--- src/rtl/test_stream_source_event_counter_async.sv ---
// event_counter_async: wrap-around event counter with async active-low reset and sync clear
module event_counter_async #(
   parameter int W = 32
) (
   input  logic         clk,
   input  logic         resetn,
   input  logic         i_clr,
   input  logic         i_en,
   output logic [W-1:0] o_count
);
   logic [W-1:0] r_count;
   always_ff @(posedge clk or negedge resetn)
      if (!resetn) r_count <= '0;
      else if (i_clr) r_count <= '0;
      else if (i_en) r_count <= r_count + W'(1);
   assign o_count = r_count;
endmodule

--- config.mk ---
export PLATFORM = sky130hd
export DESIGN_NAME = event_counter_async
export DESIGN_NICKNAME = d
export VERILOG_FILES = /design/src/rtl/test_stream_source_event_counter_async.sv
export SDC_FILE = /design/constraint.sdc
export NUM_CORES = 1
export LEC_CHECK = 0
export CAP_MARGIN = 10
export CORE_MARGIN = 4
export CORE_UTILIZATION = 45
export DETAILED_ROUTE_END_ITERATION = 8
export PLACE_DENSITY = 0.78
export SYNTH_ARGS = -nofsm -noshare
export SYNTH_HDL_FRONTEND = slang
export SYNTH_SLANG_ARGS = --single-unit
--- constraint.sdc ---
create_clock -name clk -period 1.85 [get_ports clk]
set_input_delay 0.2775 -clock clk [delete_from_list [all_inputs] [get_ports clk]]
set_output_delay 0.2775 -clock clk [all_outputs]
set_load 0.01 [all_outputs]
==> metrics, run 1 <==
worst-path fanout max 16; ANT nets after route 0; worst relative slew slack between 70% and 80%; final estimated routing congestion in global placement roughly 0.84; IO buf count 35; Worst Reg-to-Reg Cells 5; CTS Sinks 32; critical path type reg2reg; final clock skew 0.00829 ns; Post-route DRC 0; crit path DAT 2.10 ns; post-synthesis cell type count 28; hold-fix buffers at CTS 0; achievable frequency around 530 MHz; Worst-Margin Slew ~0.4 ns; post-DR vias/cell about 5.8; final instance area ~2600 µm²; I/O Pins 36; Worst Setup End Kind register; CP cell instances nand4_1, or4_4, buf_8, or4_1, a21oi_2; initial antenna violation count 0; number of global-route vias before repair ~1800; final setup margin -0.0379 ns; H-tree levels 2; largest net degree at the start of global routing 33; Inserted Diodes 0; Clock Latency Late Sink just under 0.3 ns; maximum root-to-sink buffer count 2; root buffer cell clkbuf_8; Post-Syn Area per Cell 9.55 µm²; Pleak around 1 nW; slowest stage delay, CP 0.57 ns; Seq/Total Area, Yosys 47.7%; Post-Place Setup Slack -0.537 ns; layout cells sized above 1 30.2%; Critical Path RT about 2 ns; Die Y approximately 70 µm; DR pass1 iterations 4; commonest non-fill, non-tap cells in the layout buf_4 (44), clkdlybuf4s50_1 (33), dfrtp_1 (26); GRT Total Usage between 20 and 25%; Final Slew Violations 0; Die W about 69 µm; Reg clk slew, reported paths 0.07 ns; CP top delay family simple AND/OR/NAND/NOR gates; HPWL Detailed 3270 µm; shortest period the worst path allows around 1.9 ns; slowest CP cell or4_4; CTS tree yes; DR vias around 1700; Worst Setup Start Kind register; run status complete, but fails checks; Final Power roughly 1.4 mW; commonest non-fill, non-tap cell in the layout buf_4; Post-Synthesis Cells ~180; Setup-failing EPs final 6; PD cells 525 nW/µm²; worst hold path type in2async; RR Startpoint o_count[13]; Area Growth Syn to Fin 53.3%; RSZ-0062 raised after global routing yes; FF+latch count, synth 32; DRT iter0 DRCs between 150 and 200; failing checks negative setup slack; NumNets Final 259; max reg flops 32; Hold Fails Final Rpt 0; syn nets roughly 180; Site Rows 21; Worst Path Buf+Inv 1; Post-Syn Area ~1700 µm²; worst ir drop on vdd between 0.0004 and 0.0005 V; Routed WL slightly below 5000 µm; Remaining Overflow, GRT 0; routed wire length per instance approximately 16 µm; period utilization 102%; flop2flop setup slack -0.04 ns; max_cap viols 0; placed instance area 2340 µm²; Hold WS 0.394 ns; die area between 4000 and 5000 µm²; first-pass GRT wire length slightly above 8000 µm; Initial Util between 40% and 50%; YS warnings 0; core area approximately 3500 µm²; worst r2r dst o_count[23]; Num CTS Buffers 5
[cell families (layout without fill, tap and decap cells)]
kind of cell / Yosys count / count (layout) / share of synthesized area [%]
compound gates: 43 / 43 / 16.3
mux: 1 / 1 / 0.596
xor+xnor: 11 / 11 / 5.73
buf+inv: 18 / 96 / 4.69
flops: 32 / 32 / 47.7
fa+ha+maj: 1 / 1 / 0.744
simple gates: 70 / 71 / 24.3
[timing repair]
item,CTS,global route
pin swaps,4,9
endpoints found under the hold margin,0,0
buffers inserted,7,1
resized for setup,10,11
endpoints found under the setup margin,16,17
cloned,1,1
[layer usage]
layer	GRT usage [%]	up-vias	part of all wire [%]
met1	25.0	847	42
li1	-	814	-
met4	6.29	0	0.85
met3	4.65	4	5.8
met5	0	-	0
met2	35.1	68	51
[cell usage after synthesis]
master     count  area [µm²]
mux2i_1        1        10.0
or3_1          9        56.3
nor3_1         2        10.0
o211ai_1       1        7.51
nand2_1       13        48.8
buf_2          2        10.0
o21ai_0        8        40.0
nor2_1        12        45.0
o2111ai_4      1        26.3
clkbuf_1       6        22.5
xnor2_1        7        61.3
buf_1          1        3.75
or4_1         13        97.6
ha_1           1        12.5
nand3_1        6        30.0
xor2_1         4        35.0
clkbuf_2       1        5.00
and4_1         4        35.0
buf_4          2        15.0
a21oi_1       20         100
o31ai_1       12        90.1
nand4_1        5        31.3
dfrtp_1       32         801
o211a_1        1        10.0
nand3b_1       1        7.51
nand4_4        1        21.3
nor4_1         4        25.0
inv_1          6        22.5
[report_power, final]
part / internal [mW] / switching, mW / leakage (nW)
Clock: 0.303 / 0.256 / 0.0455
Combinational: 0.0360 / 0.0480 / 0.522
Sequential: 0.705 / 0.00487 / 0.436
[metrics by stage]
step / std cells / util, % / TNS, ns
2_1_floorplan: 176 / - / -0.0422
3_3_place_gp: 284 / 67.6 / -6.95
4_1_cts: 300 / 72.7 / -0.0268
3_5_place_dp: 284 / 67.6 / -8.26
6_report: 301 / 74.3 / -0.118
5_1_grt: 301 / 74.3 / -0.818
[worst max path at each step]
stage	from	to	slack, ns	cells after the start
6_report	o_count[13]	o_count[23]	-0.04	5
5_1_grt	o_count[13]	o_count[25]	-0.11	5
4_1_cts	o_count[1]	o_count[30]	-0.02	6
3_5_place_dp	i_clr	o_count[31]	-0.54	5
3_3_place_gp	i_clr	o_count[25]	-0.46	5
2_1_floorplan	o_count[0]	o_count[26]	-0.01	6
[area by class of cell]
| cell class | count | area, µm² |
|---|---|---|
| fillers | 267 | 892 |
| flip-flops and latches | 32 | 808 |
| multi-input cells | 127 | 882 |
| inverters | 6 | 22.5 |
| well taps | 46 | 57.6 |
| clock buffers | 8 | 90.1 |
| repair buffers | 82 | 716 |
No activity file was read; power rests on OpenSTA's default activity.
==> run 2, diff against run 1 <==
RECOVER_POWER = 25   (was default)
==> run 2 against run 1 <==
  * The run still ends with negative setup slack left
  * Power is 0.35% lower
  * Worst setup slack gained 0.0019 ns
  * Cell count is the same
  * Register-to-register slack about the same
  * Core utilization shrank 0.072 points
  * Clock-buffer cell count unchanged
  * Clock power down 0.7%
  * Critical path type unchanged
  * Largest cell class unchanged
==> metrics, run 2 (same netlist as run 1, synthesis figures left out) <==
final estimated routing congestion in global placement 0.845 (unchanged); IO buf count 35 (unchanged); layout cells sized above 1 30.2% (unchanged); Reg clk slew, reported paths 0.07 ns (about the same); shortest period the worst path allows 1.89 ns (-0.00194 ns); # placed instances 284 (unchanged); Hold Fails Final Rpt 0 (unchanged); die area 4780 µm² (unchanged); max_cap viols 0 (unchanged); achievable frequency 530 MHz (+0.10%); met2 WL 2450 µm (-1.5%); placed instance area 2340 µm² (unchanged); max reg flops 32 (unchanged); DR pass1 iterations 4 (unchanged); routed wire length per instance 16.0 µm (-0.83%); core area 3470 µm² (unchanged); initial antenna violation count 0 (unchanged); hold path cells 2; Routed WL 4810 µm (-0.83%); NumNets Final 259 (unchanged); sequential power share 52.7% (+0.2 points); PD cells 524 nW/µm² (-0.26%); Critical Path RT 2.06 ns (about the same); slowest CP cell or4_4; crit path DAT 2.10 ns (about the same); I/O Pins 36 (unchanged); final instance area 2570 µm² (about the same); final non-filler cell total 301 (unchanged); Worst-Margin Slew 0.798 ns (+0.389 ns); root buffer cell clkbuf_8; combinational group share of total power 6.1% (about the same); Fill cells 268 (+0.37%); Worst Setup Start Kind register; commonest non-fill, non-tap cell in the layout buf_4; WL met3 275 µm (-2.8%); Post-route DRC 0 (unchanged); Initial Util 48.4% (unchanged); worst ir drop on vdd 0.000445 V (-1.8%); final setup margin -0.0359 ns (+0.00194 ns); Pleak 1.00 nW (about the same); largest net degree at the start of global routing 33 (unchanged); H-tree levels 2 (unchanged); RSZ-0062 raised after global routing yes; Num CTS Buffers 5 (unchanged); Remaining Overflow, GRT 0 (unchanged); Worst Reg-to-Reg Cells 5 (unchanged); Final Slew Violations 0 (unchanged); period utilization 102% (-0.11 points); CP cell instances nand4_1, or4_4, buf_8, or4_1, a21oi_2; GRT Total Usage 20.3% (unchanged); slowest stage delay, CP 0.57 ns (about the same); Clock Latency Late Sink 0.29 ns (about the same); Top Layer Used met4; worst-path fanout max 16 (unchanged); hold-fix buffers at CTS 0 (unchanged); Worst Setup End Kind register; final clock skew 0.00642 ns (-0.00186 ns); Internal 1.04 mW (-0.11%); Setup-failing EPs final 6 (unchanged); Site Rows 21 (unchanged); switch share 22.6% (-0.19 points); commonest non-fill, non-tap cells in the layout buf_4 (43), clkdlybuf4s50_1 (32), dfrtp_1 (26); ANT nets after route 0 (unchanged); CTS Sinks 32 (unchanged); NetSw 0.305 mW (-1.2%); DR vias 1734 (+0.058%); CTS tree yes; worst relative slew slack 46.8% (-26 points); WL met1 2020 µm (-0.74%); failing checks negative setup slack; maximum root-to-sink buffer count 2 (unchanged); Die Y 69.1 µm (unchanged); clock power share 41.2% (about the same); number of global-route vias before repair 1760 (unchanged); first-pass GRT wire length 8110 µm (unchanged); Inserted Diodes 0 (unchanged); DRT iter0 DRCs 158 (+3.3%); Area Growth Syn to Fin 53.2% (about the same); critical path type reg2reg; post-DR vias/cell 5.76 (about the same); Die W 69.1 µm (unchanged); run status complete, but fails checks; worst hold path type reg2reg; HPWL Detailed 3270 µm (unchanged)
==> run 2: critical path, delay by kind of cell (launching register included) <==
kind / cells / cell delay, ns
buf+inv: 1 / 0.17
flops: 1 / 0.36
simple gates: 3 / 1.13
compound gates: 1 / 0.14
==> run 2: area by class of cell <==
class	count	area (µm²)	share of cell area (%)
Multi-Input combinational cell	127	882	34.3
Sequential cell	32	808	31.4
Timing Repair Buffer	82	713	27.7
Clock buffer	8	90.1	3.50
Tap cell	46	57.6	2.24
Inverter	6	22.5	0.875
==> run 2: per-stage QoR <==
step	hold slack (ns)	total power, mW	TNS (ns)	util [%]	setup WS (ns)
2_1_floorplan	-0.0181	0.755	-0.0422	-	-0.0106
4_1_cts	0.407	1.36	-0.0268	72.7	-0.0163
5_1_grt	0.605	1.40	-0.818	74.2	-0.105
3_5_place_dp	0.570	0.802	-8.26	67.6	-0.537
3_3_place_gp	0.539	0.799	-6.95	67.6	-0.455
6_report	0.581	1.35	-0.0856	74.2	-0.0359
==> run 2: power groups by stage <==
stage                     Combinational [mW]  Sequential, mW  Clock (mW)
after global routing                  0.0925           0.710       0.601
final                                 0.0826           0.710       0.555
after detailed placement              0.0754           0.727           0
after floorplan                       0.0261           0.729           0
after CTS                             0.0840           0.710       0.565
after global placement                0.0729           0.726           0
==> run 2: worst paths after layout <==
path | startpoint | slack, ns | end
worst max-delay path | o_count[13] | -0.04 | o_count[23]
worst min-delay path | o_count[29] | 0.58 | o_count[29]
worst max register to register | o_count[13] | -0.04 | o_count[23]
worst min register to register | o_count[29] | 0.58 | o_count[29]
max in group asynchronous | resetn | 0.68 | o_count[2]
min in group asynchronous | resetn | 0.61 | o_count[31]
==> run 2: metal layers <==
metal  global-route usage [%]  vias to the layer above
met2                     35.1                       62
li1                         -                      816
met5                        0                        -
met4                     6.29                        0
met3                     4.65                        8
met1                     25.0                      848
==> run 2: what timing repair did <==
action,CTS,global route
cloned,1,1
setup buffers,7,1
setup endpoints to repair,16,17
pin swaps,4,9
endpoints found under the hold margin,0,0
resized for setup,10,11
==> RTL change (config.mk and constraints of run 1) <==
`W`: 32 -> 64.
--- a/src/rtl/test_stream_source_event_counter_async.sv
+++ b/src/rtl/test_stream_source_event_counter_async.sv
@@ -1,6 +1,6 @@
 // event_counter_async: wrap-around event counter with async active-low reset and sync clear
 module event_counter_async #(
-   parameter int W = 32
+   parameter int W = 64
 ) (
    input  logic         clk,
    input  logic         resetn,
Ports: changed (resized o_count); port bits go from 36 to 68. The function was not compared with the original's and may differ.
==> RTL change against run 1 <==
- the flow still finishes with violations (setup timing)
- die area is 92% higher
- synthesized area is 110% higher
- non-clock buffer count is 92 higher
- via count is 130% higher
- core utilization is 1.2 points higher
- first-iteration DRC count is 99% higher
- cell area is 120% higher
- wire length is 150% higher
- setup slack worse by 0.22 ns
- sequential cell count is 32 higher
- power is 110% higher
- combinational power is 36% higher
==> RTL change: results (changes against run 1) <==
----------------------------------------------------
[Setup path]
  Critical path peak fanout ... 4 (-12)
  Largest stage delay on the critical path ... 0.59 ns (+0.02 ns)
  Arrival time of the worst setup path ... 2.38 ns (+0.28 ns)

[Detailed routing]
  Number of violations reported at the end of detailed-routing iteration 0 ... 305 (+99%)
  Total iterations of the first detailed-routing run ... 6 (+2)
  Routed WL ... 12.1 mm (+150%)

[Timing]
  Post-route worst setup slack ... -0.258 ns (-0.221 ns)
  Final setup fails ... 26 (+20)
  Skew final ... 0.00976 ns (+0.00147 ns)

[Status]
  Violated checks ... setup timing
  Run status ... complete, but fails checks

[Placement]
  Final HPWL DP ... 7.48 mm (+130%)
  Weighted congestion at the end of routability-driven global placement ... 0.863 (+2.2%)
  Placed Area ... 4980 sq um (+110%)
  Port bufs ... 67 (+91%)
  Minimum setup slack after placement ... -0.474 ns (+0.0630 ns)

[GRT]
  Global-route wire length before repair ... 18.2 mm (+120%)
  Number of global-route vias before repair ... 3766 (+110%)
  Total routing usage reported by global routing ... 25.4% (+5.1 points)
  Pin count of the biggest net entering global routing ... 65 (+97%)

[Final layout]
  Share of post-route cells with drive strength above 1 ... 33.3% (+3.1 points)
  Largest register FFs ... 64 (+100%)
  Fin nets ... 556 (+110%)

[Synth]
  Mapped Nets ... 384 (+110%)
  Seq/Total Area, Yosys ... 46.3% (-1.4 points)
  Most common library cells after synthesis ... dfrtp_1 (64), nor2_1 (46), nand4_1 (32), a21oi_1 (26), nand2_1 (25)
  Count of distinct cell types in the synthesized netlist ... 37 (+32%)

[Pwr]
  Switching power share of the total ... 23.0% (+0.24 points)
  Cell leakage power ... 2.34 nW (+130%)

[Clock network]
  Level count of the clock H-tree ... 3 (+1)
  Clock Latency Late Sink ... 0.35 ns (+0.06 ns)

----------------------------------------------------
==> RTL change: cell count changes after synthesis, moves of 6 or more <==
cell | before | now
nand4_1 | 5 | 32
xor2_1 | 4 | 17
nand2_1 | 13 | 25
dfrtp_1 | 32 | 64
nand3_1 | 6 | 18
o21ai_0 | 8 | 21
o31ai_1 | 12 | 4
xnor2_1 | 7 | 18
a21oi_1 | 20 | 26
or4_1 | 13 | 7
nor2_1 | 12 | 46
or3_1 | 9 | 19
nor3_1 | 2 | 14
==> RTL change: worst paths after layout <==
path,to,slack [ns],depth (start not counted),startpoint
worst max-delay path,o_count[63],-0.26,5,o_count[46]
worst min-delay path,o_count[33],0.46,3,resetn
worst max register to register,o_count[63],-0.26,5,o_count[46]
worst min register to register,o_count[63],0.59,2,o_count[63]
max in group asynchronous,o_count[1],1.05,3,resetn
min in group clk,o_count[2],0.46,3,i_clr
==> RTL change: area by class of cell <==
cell class / instances / area, sq um
clock buffer: 11 / 131
tap: 99 / 124
inverter: 11 / 41.3
timing repair buffer: 174 / 1520
sequential: 64 / 1620
multi-input combinational: 291 / 2050
clock inverter: 5 / 81.3
fill: 500 / 1810
==> RTL change: metrics by stage <==
stage          instances  utilization (%)  TNS [ns]
5_1_grt              655             75.4     -4.62
3_3_place_gp         622             67.5     -9.59
4_1_cts              648             72.9    -0.664
6_report             655             75.4     -2.98
3_5_place_dp         622             67.5    -11.41
2_1_floorplan        379                -    -0.463
==> RTL change: power groups by stage <==
stage | clock network (mW) | registers [mW] | logic, mW
finish | 1.34 | 1.41 | 0.114
global route | 1.41 | 1.41 | 0.127
CTS | 1.32 | 1.41 | 0.114
detailed placement | 0 | 1.44 | 0.109
global placement | 0 | 1.44 | 0.107
floorplan | 0 | 1.44 | 0.0355
==> RTL change: cells by family after synthesis <==
family                     after synthesis  share of synthesized area (%)
xor gates and xnor gates                35                           8.86
DFF                                     64                           46.3
adders and majority gates                1                          0.361
AOI/OAI and AO/OA                       56                           9.22
muxes                                    1                          0.289
and+or+nand+nor                        198                           32.1
buffers and inverters                   24                           2.86
==> RTL change: routing by layer <==
metal | GRT usage (%) | routed length, um
met1 | 33.1 | 4760
met2 | 42.6 | 6150
met3 | 3.60 | 755
met4 | 9.83 | 415
met5 | 0 | 0
==> RTL change: repair_timing <==
item                       in CTS  in global routing
setup endpoints to repair      21                 36
pin swaps                      22                 36
buffers inserted                9                  7
hold endpoints to repair       64                  0
gates cloned                    0                  1
gates resized for setup        25                 31
hold buffers                    1                  0
==> RTL change: worst reg2reg max path, cell delays in order (launching register included) <==
cell	delay, ns
dfrtp_1	0.36
nand4_1	0.25
nor4_4	0.47
nand4_1	0.24
or4_4	0.59
a21oi_2	0.13
